`src/rtl/paint_pkg.sv`:
```
// Shared definitions for the paint framebuffer writer: drain FSM states and
// framebuffer geometry constants.
package paint_pkg;

  localparam int FB_LOG2_DEF = 6;
  localparam int ADDR_W_DEF  = 2 * FB_LOG2_DEF;

  typedef enum logic [0:0] {
    IDLE  = 1'b0,
    ISSUE = 1'b1
  } drain_state_t;

  function automatic int addr_width(input int fb_log2);
    return 2 * fb_log2;
  endfunction

endpackage

```
`src/rtl/paint_req_fifo.sv`:
```
// Synchronous request FIFO with a registered occupancy count; pointers wrap
// naturally because DEPTH is a power of two.
module paint_req_fifo
  import paint_pkg::*;
#(
  parameter  int DEPTH = 4,
  parameter  int WIDTH = ADDR_W_DEF + 8,
  localparam int PTR_W = $clog2(DEPTH),
  localparam int CNT_W = PTR_W + 1
) (
  input  logic             clk,
  input  logic             rst,
  input  logic             push,
  input  logic [WIDTH-1:0] wdata,
  input  logic             pop,
  output logic [WIDTH-1:0] rdata,
  output logic             full,
  output logic             empty,
  output logic [CNT_W-1:0] count
);

  logic [WIDTH-1:0] mem [DEPTH];
  logic [PTR_W-1:0] wr_ptr;
  logic [PTR_W-1:0] rd_ptr;
  logic             do_push;
  logic             do_pop;

  assign full    = (count == CNT_W'(DEPTH));
  assign empty   = (count == '0);
  // A simultaneous pop frees the slot the push is about to use.
  assign do_push = push && (!full || pop);
  assign do_pop  = pop && !empty;
  assign rdata   = mem[rd_ptr];

  always_ff @(posedge clk) begin
    if (do_push) mem[wr_ptr] <= wdata;
  end

  always_ff @(posedge clk or posedge rst) begin
    if (rst) begin
      wr_ptr <= '0;
      rd_ptr <= '0;
      count  <= '0;
    end else begin
      if (do_push) wr_ptr <= wr_ptr + PTR_W'(1);
      if (do_pop)  rd_ptr <= rd_ptr + PTR_W'(1);
      case ({do_push, do_pop})
        2'b10:   count <= count + CNT_W'(1);
        2'b01:   count <= count - CNT_W'(1);
        default: count <= count;
      endcase
    end
  end

endmodule

```
`src/rtl/paint_fb_writer.sv`:
```
// Buffers paint requests, clips off-screen pixels and drains them into the
// framebuffer. Optional clip counter enabled by PAINT_FB_WRITER_CLIP_CNT_EN.
module paint_fb_writer
  import paint_pkg::*;
#(
  parameter int FIFO_DEPTH = 4,
  parameter int FB_LOG2    = FB_LOG2_DEF
) (
  input  logic                 clk,
  input  logic                 rst,
  input  logic                 paint,
  input  logic [7:0]           px_data,
  input  logic [8:0]           in_x,
  input  logic [8:0]           in_y,
  input  logic                 flush,
  input  logic                 mem_gnt,
  output logic                 mem_we,
  output logic [2*FB_LOG2-1:0] mem_addr,
  output logic [7:0]           mem_wdata,
  output logic                 ready,
  output logic                 writer_done
`ifdef PAINT_FB_WRITER_CLIP_CNT_EN
  ,
  output logic [7:0]           clip_cnt
`endif
);

  localparam int AW      = addr_width(FB_LOG2);
  localparam int ENTRY_W = AW + 8;
  localparam int CNT_W   = $clog2(FIFO_DEPTH) + 1;

  drain_state_t       state;
  drain_state_t       state_next;
  logic               clip;
  logic               accept;
  logic               push;
  logic               pop;
  logic [ENTRY_W-1:0] entry;
  logic [ENTRY_W-1:0] head;
  logic               full;
  logic               empty;
  logic [CNT_W-1:0]   count;
  logic               flush_pend;

  assign clip   = ((in_x >> FB_LOG2) != 9'd0) || ((in_y >> FB_LOG2) != 9'd0);
  assign ready  = !full;
  assign accept = paint && ready;
  assign push   = accept && !clip;
  assign entry  = {in_y[FB_LOG2-1:0], in_x[FB_LOG2-1:0], px_data};

  paint_req_fifo #(
    .DEPTH (FIFO_DEPTH),
    .WIDTH (ENTRY_W)
  ) u_fifo (
    .clk   (clk),
    .rst   (rst),
    .push  (push),
    .wdata (entry),
    .pop   (pop),
    .rdata (head),
    .full  (full),
    .empty (empty),
    .count (count)
  );

  always_ff @(posedge clk or posedge rst) begin
    if (rst) state <= IDLE;
    else     state <= state_next;
  end

  // Entering ISSUE on the accepting edge gives the one-cycle write latency.
  always_comb begin
    state_next = state;
    mem_we     = 1'b0;
    pop        = 1'b0;
    case (state)
      IDLE: begin
        if (!empty || push) state_next = ISSUE;
      end
      ISSUE: begin
        mem_we = 1'b1;
        if (mem_gnt) begin
          pop = 1'b1;
          if (count == CNT_W'(1) && !push) state_next = IDLE;
        end
      end
      default: state_next = IDLE;
    endcase
  end

  assign mem_addr  = mem_we ? head[ENTRY_W-1:8] : '0;
  assign mem_wdata = mem_we ? head[7:0] : 8'h00;

  assign writer_done = flush_pend && empty && (state == IDLE);

  always_ff @(posedge clk or posedge rst) begin
    if (rst)              flush_pend <= 1'b0;
    else if (writer_done) flush_pend <= 1'b0;
    else if (flush)       flush_pend <= 1'b1;
  end

`ifdef PAINT_FB_WRITER_CLIP_CNT_EN
  always_ff @(posedge clk or posedge rst) begin
    if (rst)                                     clip_cnt <= 8'd0;
    else if (accept && clip && clip_cnt != 8'hFF) clip_cnt <= clip_cnt + 8'd1;
  end
`endif

endmodule
```
`config.mk`:
```
export PLATFORM = sky130hd
export DESIGN_NAME = paint_fb_writer
export DESIGN_NICKNAME = d
export VERILOG_FILES = /design/src/rtl/paint_pkg.sv /design/src/rtl/paint_req_fifo.sv /design/src/rtl/paint_fb_writer.sv
export SDC_FILE = /design/constraint.sdc
export NUM_CORES = 1
export LEC_CHECK = 0
export ABC_CLOCK_PERIOD_IN_PS = 2400
export CAP_MARGIN = 40
export CORE_AREA = 2 2 123 125
export DETAILED_ROUTE_END_ITERATION = 10
export DIE_AREA = 0 0 125 127
export PLACE_DENSITY = 0.5
export SYNTH_ARGS = -nofsm -noshare
export SYNTH_HDL_FRONTEND = slang
export SYNTH_SLANG_ARGS = --single-unit
export TNS_END_PERCENT = 1
```
`constraint.sdc`:
```
create_clock -name clk -period 2.4 [get_ports clk]
set_clock_uncertainty 0.15 [all_clocks]
set_input_delay 0.36 -clock clk [delete_from_list [all_inputs] [get_ports clk]]
set_output_delay 0.36 -clock clk [all_outputs]
set_load 0.05 [all_outputs]
```
==> impl_metrics.py <==
metrics = {
    "clocking": {
        "cts_buffer_depth": 2,
        "cts_tree": "built",
        "hold_buffers": 0,
        "clock_latency_ns": 0.33,
        "cts_root_buf": "clkbuf_16",
        "cts_max_level": 3,
        "numCtsBuffers": 9,
        "path_clk_slew_ns": 0.06,
        "cts.sinks": 89,
    },
    "power_and_ir_drop": {
        "ir_drop_uv": 437,
        "p_leak_nw": 1.72,
        "powerDensity_mw_per_mm2": 1260,
    },
    "place": {
        "io_buffers": 53,
        "hpwl_um": 4400,
        "place.gp.congestion": 0.640,
        "place_area_mm2": 0.00462,
        "numPlacedInstances": 418,
    },
    "setup_path": {
        "cp_data_required_time_ns": 1.89,
        "path_cells": "buf_4 > mux4_1 > and2_1 > buf_4",
        "crit_arrival_ns": 1.82,
        "start_kind": "flip-flop",
        "worstSetupEndpointType": "output pin",
        "path_max_fanout": 5,
        "max_stage_delay_ns": 0.55,
        "crit_top_cell": "buf_4",
        "r2r_start": "u_fifo.count[0]$_DFFE_PP0P_",
        "worstRegToRegCells": 8,
        "worst-r2r-setup-slack_ns": 0.39,
        "worst-setup-path-type": "flip-flop to output pin",
        "slowest_stage": "mux4_1",
        "reg2reg_to": "u_fifo.count[2]$_DFFE_PP0P_",
        "crit_family": "multiplexers",
        "path_buf_inv": 2,
    },
    "floorplan": {
        "start_util_pct": 24.8,
        "die_x_um": 125,
        "io_pins": 54,
        "die-area_mm2": 0.0159,
        "placementRows": 44,
        "chipHeight_um": 127,
        "design.core.area_mm2": 0.0144,
    },
    "cells_and_area": {
        "diodes": 0,
        "stdcell_area_mm2": 0.00497,
        "drive_gt1_share_pct": 33.6,
        "layout.cells.non_filler": 437,
        "layout.nets": 288,
        "area_growth_syn_to_layout_pct": 38.7,
        "n_fill_cell": 1385,
    },
    "timing": {
        "rsz0062_at_grt": "yes",
        "holdWs_ns": 0.147,
        "final_max_slew_viol_count": 0,
        "fin_crit_ns": 2.33,
        "fin_crit_sh_pct": 97.2,
        "fin_setup_tns_ns": 0,
        "hold_viol": 0,
        "relSlewSlack_pct": 76.5,
        "setup_violations": 0,
        "fmax_ghz": 0.429,
        "tightestPinTransition_ns": 0.351,
    },
    "detailed_routing": {
        "routed_wirelength_um": 6710,
        "ant_nets": 0,
        "drt_iter0_markers": 116,
        "post_drt_wl_per_cell_um": 15.4,
        "drc": 0,
        "via_count": 1778,
        "via_per_inst": 4.07,
        "first_pass_iters": 4,
    },
    "synthesis": {
        "synth_cell_types": 27,
        "netlist_area_mm2": 0.00358,
        "synth.most_common_cell": "edfxtp_1",
        "avgSynthCellArea_um2": 20.0,
        "synthArstFlopShare_pct": 10.1,
        "synthTopCellsByCount": "80 x edfxtp_1, 24 x and2_1, 18 x mux4_2, 9 x dfrtp_1, 9 x ha_1",
        "synth_edf_count": 80,
        "synth_nets": 219,
        "synthFlopType": "edfxtp_1",
        "synth_area_leaders": "edfxtp_1 67%, mux4_2 11%, dfrtp_1 6.3%, and2_1 4.2%, ha_1 3.1%",
        "synth_warnings": 0,
        "synth_top_area_share_pct": 67.1,
        "ys_seq_area_share_pct": 73.4,
        "ys_ff_latch": 89,
        "synthesis.instances": 179,
        "yosys.area.top_type": "edfxtp_1",
    },
    "global_routing": {
        "grt_max_degree": 21,
        "antenna_found_initial": 0,
        "grt_usage_pct": 9.07,
        "grt_pass1_vias": 2025,
        "overflow": 0,
        "grt_pass1_wl_um": 10900,
    },
    "job": {
        "maxCapViolCount": 0,
    },
    "outcome": {
        "status": "completed",
    },
    "worst_hold_path": {
        "hp-class": "input pin to async pin",
    },
}
-- per-stage QoR --
stage / setup slack, ns / total power [mW] / utilization, %
after floorplan: -0.0742 / 3.52 / -
after global placement: 0.166 / 4.86 / 32.0
after detailed placement: 0.131 / 4.88 / 32.0
after CTS: 0.00859 / 6.24 / 34.2
after global routing: -0.00838 / 6.54 / 34.4
final: 0.0670 / 6.25 / 34.4
-- sequential cells by signal (all words and copies together) (netlist names) --
register / cells
flush_pend: 1
u_fifo.wr_ptr: 2
u_fifo.count: 3
u_fifo.rd_ptr: 2
u_fifo.mem: 80
state: 1
-- layout by cell type (no fill, tap or decap), drive strengths merged --
cell and n:
inv 9, nor2 3, nor3 1, and4 1
nor3b 1, dfrtp 9, mux4 20, nand2b 1
nand2 2, a31oi 1, nor2b 1, buf 35
and2 24, clkbuf 10, xor2 3, nor4b 1
o21ai 1, and3 2, mux2 1, ha 9
or3 1, clkinvlp 3, clkdlybuf4s50 30, edfxtp 80
xnor2 3, mux2i 1
-- logic make-up (layout without fill, tap and decap cells) --
kind of cell | Yosys count | count (layout) | share of synthesized area (%)
AND/OR/NAND/NOR | 38 | 38 | 6.43
adder cells (fa/ha/maj) | 9 | 9 | 3.14
XOR/XNOR | 6 | 6 | 1.47
buffers and inverters | 13 | 87 | 1.89
multiplexers | 22 | 22 | 13.4
flip-flops | 89 | 89 | 73.4
AO/OA/AOI/OAI | 2 | 2 | 0.314
-- worst reg2reg max path: stages, from the launching register on --
cell and delay (ns):
dfrtp_1 0.41, inv_1 0.08, ha_1 0.23, nand2_1 0.09
and3_1 0.27, inv_1 0.07, ha_1 0.33, nor2_1 0.15
xor2_1 0.16
-- what timing repair did --
| action | 4_1_cts | 5_1_grt |
|---|---|---|
| setup buffers | 3 | 0 |
| setup endpoints to repair | 17 | 14 |
| gates resized for setup | 1 | 14 |
-- metal layers --
| layer | vias to the layer above | wire length (µm) | global-route usage, % |
|---|---|---|---|
| met5 | - | 0 | 0 |
| met4 | 0 | 61 | 2.75 |
| met3 | 6 | 337 | 3.06 |
| met2 | 48 | 3610 | 16.7 |
| met1 | 896 | 2700 | 9.89 |
| li1 | 828 | - | - |
-- worst max path at each step --
stage / from / endpoint / slack (ns) / depth (start not counted)
finish: u_fifo.rd_ptr[0]$_DFFE_PP0P_ / mem_wdata[7] / 0.07 / 4
global route: u_fifo.rd_ptr[0]$_DFFE_PP0P_ / mem_wdata[5] / -0.008 / 4
CTS: u_fifo.rd_ptr[0]$_DFFE_PP0P_ / mem_addr[0] / 0.009 / 4
detailed placement: in_x[7] / u_fifo.count[2]$_DFFE_PP0P_ / 0.13 / 8
global placement: in_x[7] / u_fifo.count[2]$_DFFE_PP0P_ / 0.17 / 7
floorplan: u_fifo.count[0]$_DFFE_PP0P_ / u_fifo.mem[1][0]$_DFFE_PP_ / -0.07 / 6
-- final cells by class --
class | instances | area [µm²] | area share, %
clock buffers | 10 | 229 | 4.61
clock inverters | 6 | 51.3 | 1.03
inverters | 6 | 22.5 | 0.454
multi-input cells | 77 | 925 | 18.6
flip-flops and latches | 89 | 2630 | 52.9
well taps | 184 | 230 | 4.64
repair buffers | 65 | 880 | 17.7
-- report_power, final --
part | total (mW) | internal [mW] | switching [mW]
sequential | 1.84 | 1.76 | 0.0820
combinational | 3.12 | 1.58 | 1.54
clock | 1.29 | 0.716 | 0.575
total | 6.25 | 4.06 | 2.19
No activity file was read; power rests on OpenSTA's default activity.
